==> src/rtl/sr_latch_driver_if.sv <==
// Command/response and latch-pin bundle for sr_latch_driver.
// slave = the driver block; master = the test/control logic and latch model.
interface sr_latch_driver_if;
  logic       cmd_valid;
  logic [1:0] cmd;
  logic       cmd_ready;
  logic       s_n;
  logic       r_n;
  logic       q;
  logic       qn;
  logic       rsp_valid;
  logic       rsp_ready;
  logic       rsp_q;
  logic       rsp_qn;
  logic       rsp_err;
  logic       busy;
  logic [7:0] err_cnt;

  modport slave (
    input  cmd_valid, cmd, q, qn, rsp_ready,
    output cmd_ready, s_n, r_n, rsp_valid, rsp_q, rsp_qn, rsp_err, busy, err_cnt
  );

  modport master (
    output cmd_valid, cmd, q, qn, rsp_ready,
    input  cmd_ready, s_n, r_n, rsp_valid, rsp_q, rsp_qn, rsp_err, busy, err_cnt
  );
endinterface

==> src/rtl/sr_latch_driver.sv <==
// Drives timed active-low pulses into a NAND SR latch, samples q/qn back, and reports pass/fail.
// Latency PULSE_CYC+SETTLE_CYC+SYNC_STAGES (read: SETTLE_CYC+SYNC_STAGES); one command in flight, response held until accepted.
module sr_latch_driver #(
  parameter int PULSE_CYC   = 4,
  parameter int SETTLE_CYC  = 2,
  parameter int SYNC_STAGES = 2
) (
  input  logic             clk,
  input  logic             rst,
  sr_latch_driver_if.slave bus
);

  localparam int SETTLE_TOT = SETTLE_CYC + SYNC_STAGES;

  localparam logic [1:0] ST_IDLE   = 2'd0;
  localparam logic [1:0] ST_PULSE  = 2'd1;
  localparam logic [1:0] ST_SETTLE = 2'd2;
  localparam logic [1:0] ST_RESP   = 2'd3;

  localparam logic [1:0] CMD_READ  = 2'b00;
  localparam logic [1:0] CMD_SET   = 2'b01;
  localparam logic [1:0] CMD_RESET = 2'b10;

  logic [1:0]             state_q, state_d;
  logic [1:0]             cmd_q, cmd_d;
  logic [15:0]            cnt_q, cnt_d;
  logic                   s_n_q, s_n_d;
  logic                   r_n_q, r_n_d;
  logic                   rsp_valid_q, rsp_valid_d;
  logic                   rsp_q_q, rsp_q_d;
  logic                   rsp_qn_q, rsp_qn_d;
  logic                   rsp_err_q, rsp_err_d;
  logic [7:0]             err_cnt_q, err_cnt_d;
  logic [SYNC_STAGES-1:0] qs_q, qs_d;
  logic [SYNC_STAGES-1:0] qns_q, qns_d;

  logic q_sync, qn_sync, exp_err;

  assign q_sync  = qs_q[SYNC_STAGES-1];
  assign qn_sync = qns_q[SYNC_STAGES-1];

  // A read has no expected polarity; it only fails when the latch outputs agree.
  always_comb begin
    exp_err = 1'b0;
    case (cmd_q)
      CMD_READ:  exp_err = (q_sync == qn_sync);
      CMD_SET:   exp_err = ({q_sync, qn_sync} != 2'b10);
      CMD_RESET: exp_err = ({q_sync, qn_sync} != 2'b01);
      default:   exp_err = ({q_sync, qn_sync} != 2'b11);
    endcase
  end

  always_comb begin
    qs_d        = {qs_q[SYNC_STAGES-2:0], bus.q};
    qns_d       = {qns_q[SYNC_STAGES-2:0], bus.qn};
    state_d     = state_q;
    cmd_d       = cmd_q;
    cnt_d       = cnt_q;
    s_n_d       = s_n_q;
    r_n_d       = r_n_q;
    rsp_valid_d = rsp_valid_q;
    rsp_q_d     = rsp_q_q;
    rsp_qn_d    = rsp_qn_q;
    rsp_err_d   = rsp_err_q;
    err_cnt_d   = err_cnt_q;

    case (state_q)
      ST_IDLE: begin
        if (bus.cmd_valid) begin
          cmd_d = bus.cmd;
          if (bus.cmd == CMD_READ) begin
            state_d = ST_SETTLE;
            cnt_d   = 16'(SETTLE_TOT - 1);
          end else begin
            state_d = ST_PULSE;
            cnt_d   = 16'(PULSE_CYC - 1);
            s_n_d   = ~bus.cmd[0];
            r_n_d   = ~bus.cmd[1];
          end
        end
      end
      ST_PULSE: begin
        if (cnt_q == 16'd0) begin
          state_d = ST_SETTLE;
          cnt_d   = 16'(SETTLE_TOT - 1);
          // "Both" keeps the latch forced through settle so the 11 state is sampled.
          if (cmd_q != 2'b11) begin
            s_n_d = 1'b1;
            r_n_d = 1'b1;
          end
        end else begin
          cnt_d = cnt_q - 16'd1;
        end
      end
      ST_SETTLE: begin
        if (cnt_q == 16'd0) begin
          state_d     = ST_RESP;
          s_n_d       = 1'b1;
          r_n_d       = 1'b1;
          rsp_valid_d = 1'b1;
          rsp_q_d     = q_sync;
          rsp_qn_d    = qn_sync;
          rsp_err_d   = exp_err;
          if (exp_err && (err_cnt_q != 8'hff)) begin
            err_cnt_d = err_cnt_q + 8'd1;
          end
        end else begin
          cnt_d = cnt_q - 16'd1;
        end
      end
      default: begin
        if (bus.rsp_ready) begin
          rsp_valid_d = 1'b0;
          state_d     = ST_IDLE;
        end
      end
    endcase
  end

  always_ff @(posedge clk or posedge rst) begin
    if (rst) begin
      state_q     <= ST_IDLE;
      cmd_q       <= 2'b00;
      cnt_q       <= 16'd0;
      s_n_q       <= 1'b1;
      r_n_q       <= 1'b1;
      rsp_valid_q <= 1'b0;
      rsp_q_q     <= 1'b0;
      rsp_qn_q    <= 1'b0;
      rsp_err_q   <= 1'b0;
      err_cnt_q   <= 8'd0;
      qs_q        <= '0;
      qns_q       <= '0;
    end else begin
      state_q     <= state_d;
      cmd_q       <= cmd_d;
      cnt_q       <= cnt_d;
      s_n_q       <= s_n_d;
      r_n_q       <= r_n_d;
      rsp_valid_q <= rsp_valid_d;
      rsp_q_q     <= rsp_q_d;
      rsp_qn_q    <= rsp_qn_d;
      rsp_err_q   <= rsp_err_d;
      err_cnt_q   <= err_cnt_d;
      qs_q        <= qs_d;
      qns_q       <= qns_d;
    end
  end

  assign bus.cmd_ready = (state_q == ST_IDLE) && !rst;
  assign bus.busy      = (state_q != ST_IDLE);
  assign bus.s_n       = s_n_q;
  assign bus.r_n       = r_n_q;
  assign bus.rsp_valid = rsp_valid_q;
  assign bus.rsp_q     = rsp_q_q;
  assign bus.rsp_qn    = rsp_qn_q;
  assign bus.rsp_err   = rsp_err_q;
  assign bus.err_cnt   = err_cnt_q;

endmodule

==> src/flat_wrapper.sv <==
// flat-port wrapper written by rule: the top's interface ports become plain ports
module sr_latch_driver_flat 
#(
  parameter int PULSE_CYC   = 4,
  parameter int SETTLE_CYC  = 2,
  parameter int SYNC_STAGES = 2
)
  (clk, rst, bus_cmd_valid, bus_cmd, bus_q, bus_qn, bus_rsp_ready, bus_cmd_ready, bus_s_n, bus_r_n, bus_rsp_valid, bus_rsp_q, bus_rsp_qn, bus_rsp_err, bus_busy, bus_err_cnt);
  sr_latch_driver_if bus_i ();
  input  logic clk;
  input  logic rst;
  input wire logic [$bits(bus_i.cmd_valid)-1:0] bus_cmd_valid;
  input wire logic [$bits(bus_i.cmd)-1:0] bus_cmd;
  input wire logic [$bits(bus_i.q)-1:0] bus_q;
  input wire logic [$bits(bus_i.qn)-1:0] bus_qn;
  input wire logic [$bits(bus_i.rsp_ready)-1:0] bus_rsp_ready;
  output wire logic [$bits(bus_i.cmd_ready)-1:0] bus_cmd_ready;
  output wire logic [$bits(bus_i.s_n)-1:0] bus_s_n;
  output wire logic [$bits(bus_i.r_n)-1:0] bus_r_n;
  output wire logic [$bits(bus_i.rsp_valid)-1:0] bus_rsp_valid;
  output wire logic [$bits(bus_i.rsp_q)-1:0] bus_rsp_q;
  output wire logic [$bits(bus_i.rsp_qn)-1:0] bus_rsp_qn;
  output wire logic [$bits(bus_i.rsp_err)-1:0] bus_rsp_err;
  output wire logic [$bits(bus_i.busy)-1:0] bus_busy;
  output wire logic [$bits(bus_i.err_cnt)-1:0] bus_err_cnt;
  assign bus_i.cmd_valid = bus_cmd_valid;
  assign bus_i.cmd = bus_cmd;
  assign bus_i.q = bus_q;
  assign bus_i.qn = bus_qn;
  assign bus_i.rsp_ready = bus_rsp_ready;
  assign bus_cmd_ready = bus_i.cmd_ready;
  assign bus_s_n = bus_i.s_n;
  assign bus_r_n = bus_i.r_n;
  assign bus_rsp_valid = bus_i.rsp_valid;
  assign bus_rsp_q = bus_i.rsp_q;
  assign bus_rsp_qn = bus_i.rsp_qn;
  assign bus_rsp_err = bus_i.rsp_err;
  assign bus_busy = bus_i.busy;
  assign bus_err_cnt = bus_i.err_cnt;
  sr_latch_driver #(.PULSE_CYC(PULSE_CYC), .SETTLE_CYC(SETTLE_CYC), .SYNC_STAGES(SYNC_STAGES)) u_core (.clk(clk), .rst(rst), .bus(bus_i));
endmodule
==> config.mk <==
export PLATFORM = sky130hd
export DESIGN_NAME = sr_latch_driver_flat
export DESIGN_NICKNAME = d
export VERILOG_FILES = /design/src/rtl/sr_latch_driver_if.sv /design/src/rtl/sr_latch_driver.sv /design/src/flat_wrapper.sv
export SDC_FILE = /design/constraint.sdc
export NUM_CORES = 1
export LEC_CHECK = 0
export CAP_MARGIN = 20
export CELL_PAD_IN_SITES_DETAIL_PLACEMENT = 0
export CELL_PAD_IN_SITES_GLOBAL_PLACEMENT = 1
export CORE_MARGIN = 4
export CORE_UTILIZATION = 43
export CTS_CLUSTER_DIAMETER = 40
export DETAILED_ROUTE_END_ITERATION = 10
export MAX_ROUTING_LAYER = met4
export PLACE_DENSITY_LB_ADDON = 0.1
export SKIP_LAST_GASP = 1
export SLEW_MARGIN = 15
export SYNTH_ARGS = -nofsm -noshare
export SYNTH_HDL_FRONTEND = slang
export SYNTH_SLANG_ARGS = --single-unit
==> constraint.sdc <==
create_clock -name clk -period 2.8 [get_ports clk]
set_clock_uncertainty 0.05 [all_clocks]
set_input_delay 0.56 -clock clk [delete_from_list [all_inputs] [get_ports clk]]
set_output_delay 0.56 -clock clk [all_outputs]
set_load 0.005 [all_outputs]
**Word level (Yosys, flattened, before mapping)**

Index checks and enable logic that the tools add are counted.

- Register bits: 38
- Bits in latches: 0
- RAM bits: 0
- Bits in read-only memories: 0
- Bits of input ports: 8
- Output and inout port bits: 16
- Word-level logic and storage cells: 74
- Memories: 0

- Add/sub/neg operators: 2
- $mul: 0
- Divide/modulo/power cells: 0
- $lt $le $gt $ge: 0
- Equal/unequal tests: 16
- Shifts and indexed selects: 0
- Muxes and demuxes: 22
- Bitwise gates (word level): 3
- Reductions and logical operators: 19

Operators with widths:

| cell | number |
|---|---|
| $mux 16 | 3 |
| $pmux 16 s3 | 1 |
| $logic_not 16->1 | 1 |
| $sub 16x1->16 const B | 1 |
| $ne 2x2->1 const B | 6 |
| $mux 2 | 5 |
| $pmux 1 s3 | 3 |
| $reduce_and 3->1 | 3 |
| $add 8x1->8 const B | 1 |
| $mux 1 | 8 |
| $ne 2x1->1 const B | 4 |
| $ne 8x8->1 const B | 1 |
| $logic_not 2->1 | 3 |
| $pmux 2 s3 | 1 |
| $reduce_and 6->1 | 1 |
| $eq 2x1->1 const B | 2 |
| $eq 2x2->1 const B | 2 |
| $reduce_and 2->1 | 2 |
| $reduce_and 4->1 | 1 |
| $reduce_bool 2->1 | 2 |
| $reduce_bool 4->1 | 1 |
| $not 1->1 | 3 |
| $reduce_bool 3->1 | 1 |
| $logic_and 1x1->1 | 2 |
| 4 further kinds | 4 |

**Longest topological paths before layout**

Gate-level depths: netlist (run 1).

- Depth in word-level cells: 4
- Gate-level depth with buffers: 8
- Mapped depth without buffers: 7

**Worst setup path before layout (run 1)**

Ideal clock, no wire load.

- Path kind: register to register
- From: reg u_core.cnt_q[0]
- To: reg u_core.r_n_q (netlist: u_core.bus.r_n)
- Setup time: 0.083 ns
- Arrival: 2.217 ns
- Data required time: 2.667 ns
- Setup slack: 0.450 ns
- Stages on the path, launching flop included: 8
- Path buffers: 0
- Clock period less this slack: 2.350 ns
- Cell sequence: dfrtp_1 -> inv_1 -> ha_1 -> or4b_1 -> or4_4 -> a21oi_2 -> o21ai_1 -> o32a_1

- Word-level cells in the longest chain between the ends: 3
- Elaborated cells between the ends (all ways): 4
- Classes of those cells: eq/ne: 2; reduce/logical: 2

RTL lines:

| item | line | RTL |
|---|---|---|
| from (decl) | sr_latch_driver.sv:26 | `logic [15:0] cnt_q, cnt_d;` |
| from (signal assigned) | sr_latch_driver.sv:137 | `cnt_q <= cnt_d;` |
| $logic_not 16->1 * | sr_latch_driver.sv:83, sr_latch_driver.sv:96 |  |
| $ne 2x1->1 (no line) | -- |  |
| $reduce_and 6->1 (no line) * | -- |  |
| to (signal assigned) | sr_latch_driver.sv:139 | `r_n_q <= r_n_d;` |
| to (decl) | sr_latch_driver.sv:28 | `logic r_n_q, r_n_d;` |

Every way passes the cells marked *; elsewhere a longest branch is shown, timed or not.
A chain may end at the register's enable or synchronous reset.

**Worst setup path in the final report (run 1)**

- From: reg u_core.cnt_q[0]
- To: reg u_core.cnt_q[10]

- Word-level cells in the longest chain between the ends: 3
- Elaborated cells between the ends (all ways): 7
- Classes of those cells: add/sub: 1; eq/ne: 1; mux: 3; reduce/logical: 2

RTL lines:

| item | line | RTL |
|---|---|---|
| $sub 16x1->16 or $logic_not 16->1 (tied branches) | -- |  |
| $mux 16 (tied with other cells) | sr_latch_driver.sv:96 | `if (cnt_q == 16'd0) begin` |
| $pmux 16 s3 or $reduce_and 3->1 (tied branches) | -- |  |

Parallel ways exist; a longest one is shown, timed or not. The select of a mux whose other input is x is not followed.

==> results summary, run 1 <==
Setup repair after global routing left no endpoint under its margin. Summed over all instances, the cell type with the most area after synthesis is sky130_fd_sc_hd__dfrtp_1. The worst setup path category is register to register. The net load switching power came out at 209 uW.

The cell depth of the worst min-delay path is 0. The setup slack of the most critical reg-to-reg path came out at roughly 0.31 ns. The total of endpoints with negative setup slack in the final report came out at 0. The number of sinks handled by clock tree synthesis is 38. The design draws approximately 1100 uW. The prevailing post-synth register cell is sky130_fd_sc_hd__dfrtp_1. The height of the die came out at 76.0 um. The residual antenna-violating net count after detailed routing is 0. The length of the first detailed-routing pass in iterations is 4. The critical path arrival is 2.60 ns. The cell sitting at the root of the clock tree is a sky130_fd_sc_hd__clkbuf_8. The logic gate share of total power is approximately 2.4%. Entering global routing, the biggest net connects 39 pins. In the final routed layout, each cell accounts on average for approximately 15 um. Across the VDD grid, the largest voltage drop is 308 uV. The count of state elements after synthesis is 38. The share of synthesized area in the top cell type comes to 45.3%. TritonCTS built the clock tree. The number of placement rows is 24. The count of boundary I/O pins came out at 24.

The later pin in the worst-skew pair is clocked with a latency of roughly 0.3 ns. Counting both buffers and inverters, the worst setup path holds a total of 1. Among the stages of the critical path, the cell type that occurs most often is sky130_fd_sc_hd__nor2_1. The share of total power dissipated in the clock network is between 40% and 50%.

The maximum clock path buffer count is 2. The hold-critical path endpoint is u_core.qs_q[1]. The part of the Yosys area used for sequential elements is ~48%. The total routing resource utilization after global routing came out at about 16%. The commonest cells after synthesis are sky130_fd_sc_hd__dfrtp_1, sky130_fd_sc_hd__nor2_1, sky130_fd_sc_hd__nand2_1.

The core region is about 0.0044 mm2. The run finished with clean final reports. The final number of max-transition violations is 0.

The total overflow left after global routing is 0. sky130_fd_sc_hd__dfrtp_1 is the most common cell in the netlist. For this design the ratio of total power to cell area is 433 mW/mm2. The quantity of gates resized following cts is 0. The post-layout net count came out at 250. The critical path goes through inv_1, ha_1, or4b_1, nor4_2, nor2_1, nor2_1, nor2_1. The placed standard-cell area is 0.00233 mm2.

The detailed-placement wirelength estimate is between 3 and 4 mm. The clock edge transition at the registers on the reported setup and hold paths came out at 0.07 ns. The reg-to-reg endpoint is u_core.cnt_q[10].

The shortest period the worst path allows is 2.49 ns. The number of diodes added for antenna fixing came out at 0. The die covers approximately 0.0058 mm2. The startpoint of the tightest hold check path is u_core.qs_q[0].

In this run, the number of DRC markers left after iteration 0 of detailed routing was 73. Once the clock tree was built, the setup fixing pass inserted 0 buffers. The cell count after synthesis came out at about 200.

The final sum of negative setup slack came out at 0 ns. The worst endpoint required time is about 2.9 ns. The worst hold margin came out at 0.304 ns. The worst pin sits at a relative slew slack of roughly 63%. The startpoint kind of the worst setup timing path is a register.

The register share of total power is 52.3%. The number of cells traversed by the worst register-to-register path came out at 7. The layout overhead on the synthesized area came out at 22.8%. The number of endpoints with negative hold slack in the final report came out at 0. The upper clock frequency limit is about 400 MHz. The ratio of routed vias to standard cells is 5.60.

In the routed design, unresolved DRC markers number 0. The initial core utilization is between 40 and 50%. The largest individual stage delay along the critical path comes from the cell sky130_fd_sc_hd__or4b_1.

The number of enable-type register cells in the synthesized netlist is 0. In this design, the stage delay of the slowest critical-path cell is 0.54 ns. In this run the critical register-to-register path is launched from u_core.cnt_q[0]. For this run, the number of Yosys warnings is 0. The internal portion of the total power is ~850 uW. The total of max-cap violations came out at 0. Of the total power, the share spent switching nets is a little under 20%.

The design area came out at ~0.0024 mm2. The largest fanout on the critical path is 7. Summing every instance area after synthesis gives 0.00199 mm2.

The routability-driven placement congestion ratio is between 0.8 and 0.9. The min-delay analysis places its worst path in the category register to register. Buffers inserted during clock tree synthesis total 5.

The static leakage came out at 0.00107 uW. In the finished design, the share of the clock period the worst path needs comes to about nine tenths. Yosys attributes the largest share of cell area to sky130_fd_sc_hd__dfrtp_1, sky130_fd_sc_hd__nor2_1, sky130_fd_sc_hd__ha_1, sky130_fd_sc_hd__xor2_1, sky130_fd_sc_hd__mux2_2. The slew at the pin closest to its max-slew limit came out at 0.551 ns.

The worst setup path is captured at a register. The number of H-tree levels is 2. The die is around 76 um wide. The number of buffers added on ports is 23. The synthesized area per cell is between 9 and 10 um2. The critical path's top delay family is simple AND/OR/NAND/NOR gates. The total wire length after detailed routing is between 4 and 5 mm. The post-cts hold buffer count is 0. The via count of the first global-routing pass is ~1600. Counting distinct cell types in the post-synthesis netlist gives 43. The ratio of cells with drive above 1 in the final layout is between 10% and 20%. The post-synth net total came out at 215. The initial antenna violation count came out at 0. The final instance count without filler cells came out at approximately 290. The number of placed cells counting well taps is around 280. The share of synthesized registers carrying an async set or reset came out at 100%. Detailed routing inserted a total of roughly 1600 vias. The first global-routing pass estimated about 7.4 mm of wire.
-- cells in the final DEF (no fill, tap or decap), drive strengths merged, types with 2 or more instances in the layout --
master | synthesis | routed
nor4 | 6 | 6
dfstp | 2 | 2
nor2 | 24 | 24
and3 | 2 | 2
mux2 | 5 | 5
ha | 6 | 6
nand4 | 4 | 4
xnor2 | 5 | 5
nor3 | 5 | 5
or4 | 6 | 6
clkbuf | 2 | 6
or3 | 3 | 3
a21oi | 13 | 13
xor2 | 8 | 8
nand3 | 9 | 9
clkdlybuf4s50 | 0 | 23
o22ai | 5 | 5
inv | 13 | 13
mux2i | 2 | 2
nor4b | 2 | 2
o21ai | 10 | 10
nor2b | 2 | 2
nand2b | 2 | 2
dfrtp | 36 | 36
o32a | 2 | 2
buf | 0 | 7
nand2 | 14 | 14
-- cells by family (layout without fill, tap and decap cells) --
group / after synthesis / count (layout) / share of synthesized area [%]
AOI/OAI and AO/OA: 39 / 39 / 12.6
xor gates and xnor gates: 13 / 13 / 5.73
adders and majority gates: 6 / 6 / 3.78
buffers and inverters: 15 / 50 / 2.83
DFF: 38 / 38 / 48.0
muxes: 7 / 7 / 3.84
and+or+nand+nor: 83 / 83 / 23.3
-- sequential cells by signal, summed over array words and instances (netlist names) --
name                  cells
u_core.bus.rsp_valid      1
u_core.cnt_q             16
u_core.bus.r_n            1
u_core.state_q            2
u_core.qns_q              2
u_core.bus.err_cnt        8
u_core.bus.s_n            1
u_core.qs_q               2
u_core.bus.rsp_err        1
u_core.cmd_q              2
u_core.bus.rsp_qn         1
u_core.bus.rsp_q          1
-- cell type report --
cell class	count	area, um2
inverter	13	48.8
clock inverter	1	30.0
multi-input combinational	148	978
clock buffer	6	82.6
fill	413	1970
sequential	38	953
tap	52	65.1
timing repair buffer	30	283
-- per-layer routing --
metal | global-route usage, % | routed length, um | share of wire, % | up-vias
li1 | - | - | - | 793
met1 | 20.5 | 1920 | 45 | 768
met2 | 25.3 | 2030 | 48 | 42
met3 | 2.72 | 205 | 4.8 | 9
met4 | 6.41 | 79 | 1.9 | 0
met5 | - | 0 | 0 | -
-- per-stage QoR --
stage          setup slack, ns  utilization (%)
3_3_place_gp             0.375             52.7
5_1_grt                  0.129             55.3
4_1_cts                  0.297             55.3
2_1_floorplan            0.450                -
6_report                 0.311             55.3
3_5_place_dp             0.327             52.7
-- worst max-delay path by stage --
stage	slack [ns]	start	depth (start not counted)	end
after global placement	0.37	u_core.cnt_q[0]	7	u_core.bus.s_n
after CTS	0.30	u_core.cnt_q[0]	7	u_core.cnt_q[10]
after floorplan	0.45	u_core.cnt_q[0]	7	u_core.bus.r_n
after global routing	0.13	u_core.cnt_q[0]	7	u_core.cnt_q[8]
final	0.31	u_core.cnt_q[0]	7	u_core.cnt_q[10]
after detailed placement	0.33	u_core.cnt_q[0]	7	u_core.bus.r_n
-- power by group through the flow --
| stage | sequential (uW) | combinational [uW] | clock [uW] |
|---|---|---|---|
| 2_1_floorplan | 563 | 11.5 | 0 |
| 3_3_place_gp | 563 | 26.8 | 0 |
| 3_5_place_dp | 564 | 27.3 | 0 |
| 4_1_cts | 553 | 27.3 | 487 |
| 5_1_grt | 553 | 29.6 | 509 |
| 6_report | 553 | 25.9 | 478 |
(Power assumes the default switching activity.)
==> run 2: changes to the inputs <==
CORE_MARGIN = 1   (was 4)
==> results summary, run 2 (synthesized netlist as in run 1, its figures left out) <==
The run finished with clean final reports. The top cell types in the final layout, fill and taps aside, are sky130_fd_sc_hd__dfrtp_1, sky130_fd_sc_hd__nor2_1, sky130_fd_sc_hd__clkdlybuf4s50_1. The post-layout worst setup margin was 0.289 ns (-0.0223 ns). The worst setup slack after placement came out at 0.310 ns (-0.0173 ns).

The routability-driven placement congestion ratio came out at 0.924 (+7.9%). The number of buffers added on ports came out at 23 (unchanged). The maximum clock path buffer count was 2 (unchanged). The shortest period the worst path allows came out at 2.51 ns (+0.0223 ns). The combined area of the multi-input logic cells is 978 um2 (unchanged).

The number of DRC markers after the initial detailed-route iteration came to 110 (+51%). The wire length of the first global-routing pass is 7.76 mm (+4.7%). The number of clock buffers inserted by TritonCTS is 5 (unchanged).

The final worst-path cycle share was 89.7% (+0.80 points). TritonCTS built the clock tree. The number of H-tree levels came out at 2 (unchanged).

The flip-flop count of the largest register after layout is 16 (unchanged). The total of endpoints with negative setup slack in the final report came to 0 (unchanged). The initial antenna violation count came to 0 (unchanged). The signal on the critical path passes through inv_1, ha_1, or4b_1, or4_4, a21oi_2, o21ai_1, o32a_1.

The critical path arrival is 2.68 ns (+0.08 ns). The number of post-CTS setup repair buffers was 0 (unchanged). The largest fanout on the critical path is 5 (-2).

The quantity of gates resized following cts came to 0 (unchanged). The worst hold margin was 0.301 ns (-0.00270 ns). The post-layout utilization of the core is 55.6% (+0.32 points). The most common library cell in the layout ignoring fill and taps is sky130_fd_sc_hd__dfrtp_1. The count of boundary I/O pins came out at 24 (unchanged). The total power after layout is 984 uW (-6.9%). The library cell contributing the largest single delay on the critical path is sky130_fd_sc_hd__or4_4. Setup repair after global routing left no endpoint under its margin. The number of endpoints with negative hold slack in the final report came out at 0 (unchanged). The relative max-transition margin came out at 64.2% (+1.2 points). The clock edge transition at the registers on the reported setup and hold paths is 0.08 ns (about the same).

The worst setup path category is register to register. STA classifies the critical path startpoint as a register. The post-layout net count is 252 (+0.80%). The setup slack of the most critical reg-to-reg path was 0.29 ns (-0.02 ns). The detailed-placement wirelength estimate came out at 3.27 mm (+3.9%).

The maximum VDD drop is 275 uV (-10%). The layout overhead on the synthesized area came out at 22.7%. The largest net degree at the start of global routing came out at 39 (unchanged).

The horizontal die dimension is 70.0 um (-7.9%). The length of the first detailed-routing pass in iterations is 5 (+1). The area taken by flip-flops and latches was 953 um2 (unchanged). The ratio of cells with drive above 1 in the final layout is 13.4% (+1.1 points).

The overall overflow remaining after global route is 0 (unchanged). The biggest cell delay along the critical path is 0.55 ns (about the same). The total of max-cap violations came out at 0 (unchanged).

The ratio of routed vias to standard cells came out at 5.61 (+0.26%). The worst hold path belongs to the class register to register. The upper clock frequency limit was 398 MHz (-0.89%).

The post-cts hold buffer count came out at 0 (unchanged). The final sum of negative setup slack came out at 0 ns (unchanged). The number of sinks handled by clock tree synthesis is 38 (unchanged).

The via count of the first global-routing pass is 1615 (+2.9%). In this run the clock root is driven by a sky130_fd_sc_hd__clkbuf_8. The total via count in the routed design is 1633 (+1.3%).

The number of diodes added for antenna fixing is 0 (unchanged). The average wire per standard cell is 15.5 um (+5.3%). The total wire length after detailed routing is 4.50 mm (+6.4%). The area inside the core boundary was 0.00438 mm2 (-0.68%). The clock latency on the worst-skew pair is 0.30 ns (about the same).

The number of fill cells was 398 (-3.6%). The total routing resource utilization after global routing is 20.8% (+4.8 points). The worst endpoint required time is 2.97 ns (+0.06 ns).

The residual antenna-violating net count after detailed routing is 0 (unchanged). The floorplan die area is 0.00490 mm2 (-15%). The kind of capture point of the worst setup path is a register. The power per unit of standard cell area came to 403 mW/mm2 (-6.8%). The static leakage is 0.00107 uW (about the same).

The height of the die came out at 70.0 um (-7.9%). The final number of max-transition violations came out at 0 (unchanged). The slew at the pin closest to its max-slew limit was 0.533 ns (-0.0179 ns).

The number of placement rows is 24 (unchanged). Counting flops per register, the top entry is u_core.cnt_q. The initial core utilization is 45.3% (+0.31 points). The post-route DRC violation count is 0 (unchanged).
[run 2: cell count changes in the layout (fill, tap and decap cells not counted)]
cell	change
sky130_fd_sc_hd__buf_4	+2
sky130_fd_sc_hd__bufinv_16	-1
sky130_fd_sc_hd__clkinv_2	+1
sky130_fd_sc_hd__clkinvlp_4	+1
[run 2: critical path, delay by kind of cell, from the launching register on]
family	cells	cell delay, ns
buffers and inverters	1	0.10
DFF	1	0.39
and+or+nand+nor	2	1.09
adders and majority gates	1	0.23
AOI/OAI and AO/OA	3	0.58
[run 2: stage by stage]
stage | area [um2] | instances
floorplan | 1990 | 201
global placement | 2340 | 283
detailed placement | 2340 | 283
CTS | 2440 | 291
global route | 2440 | 291
finish | 2440 | 291
[run 2: path summary, 6_finish.rpt]
path	from	endpoint	cells past startpoint
max	u_core.cnt_q[0]	u_core.bus.r_n	7
max in group asynchronous	rst	u_core.bus.s_n	3
min in group asynchronous	rst	u_core.state_q[1]	3
min	u_core.qs_q[0]	u_core.qs_q[1]	0
min reg2reg	u_core.qs_q[0]	u_core.qs_q[1]	0
max reg2reg	u_core.cnt_q[0]	u_core.bus.r_n	7
[run 2: per-layer routing]
layer / global-route usage (%) / part of all wire [%]
met5: - / 0
met4: 9.11 / 2.3
met3: 3.61 / 4.1
met2: 32.8 / 47
met1: 26.4 / 46
[run 2: final cells by class]
class / instances / share of cell area [%]
clock buffer: 6 / 3.39
clock inverter: 2 / 0.513
inverter: 13 / 2.00
tap: 52 / 2.67
multi-input combinational: 148 / 40.1
sequential: 38 / 39.1
timing repair buffer: 32 / 12.2
[run 2: power breakdown]
group	internal, uW	switching, uW	total (uW)
clock	198	206	404
combinational	11.1	15.4	26.5
sequential	551	1.43	553
total	761	223	984
==> run 3: changes to the inputs <==
CAP_MARGIN = 10   (was 20)
==> results of run 3 <==
Final layout, timing and power as in run 2 (identical DEF).
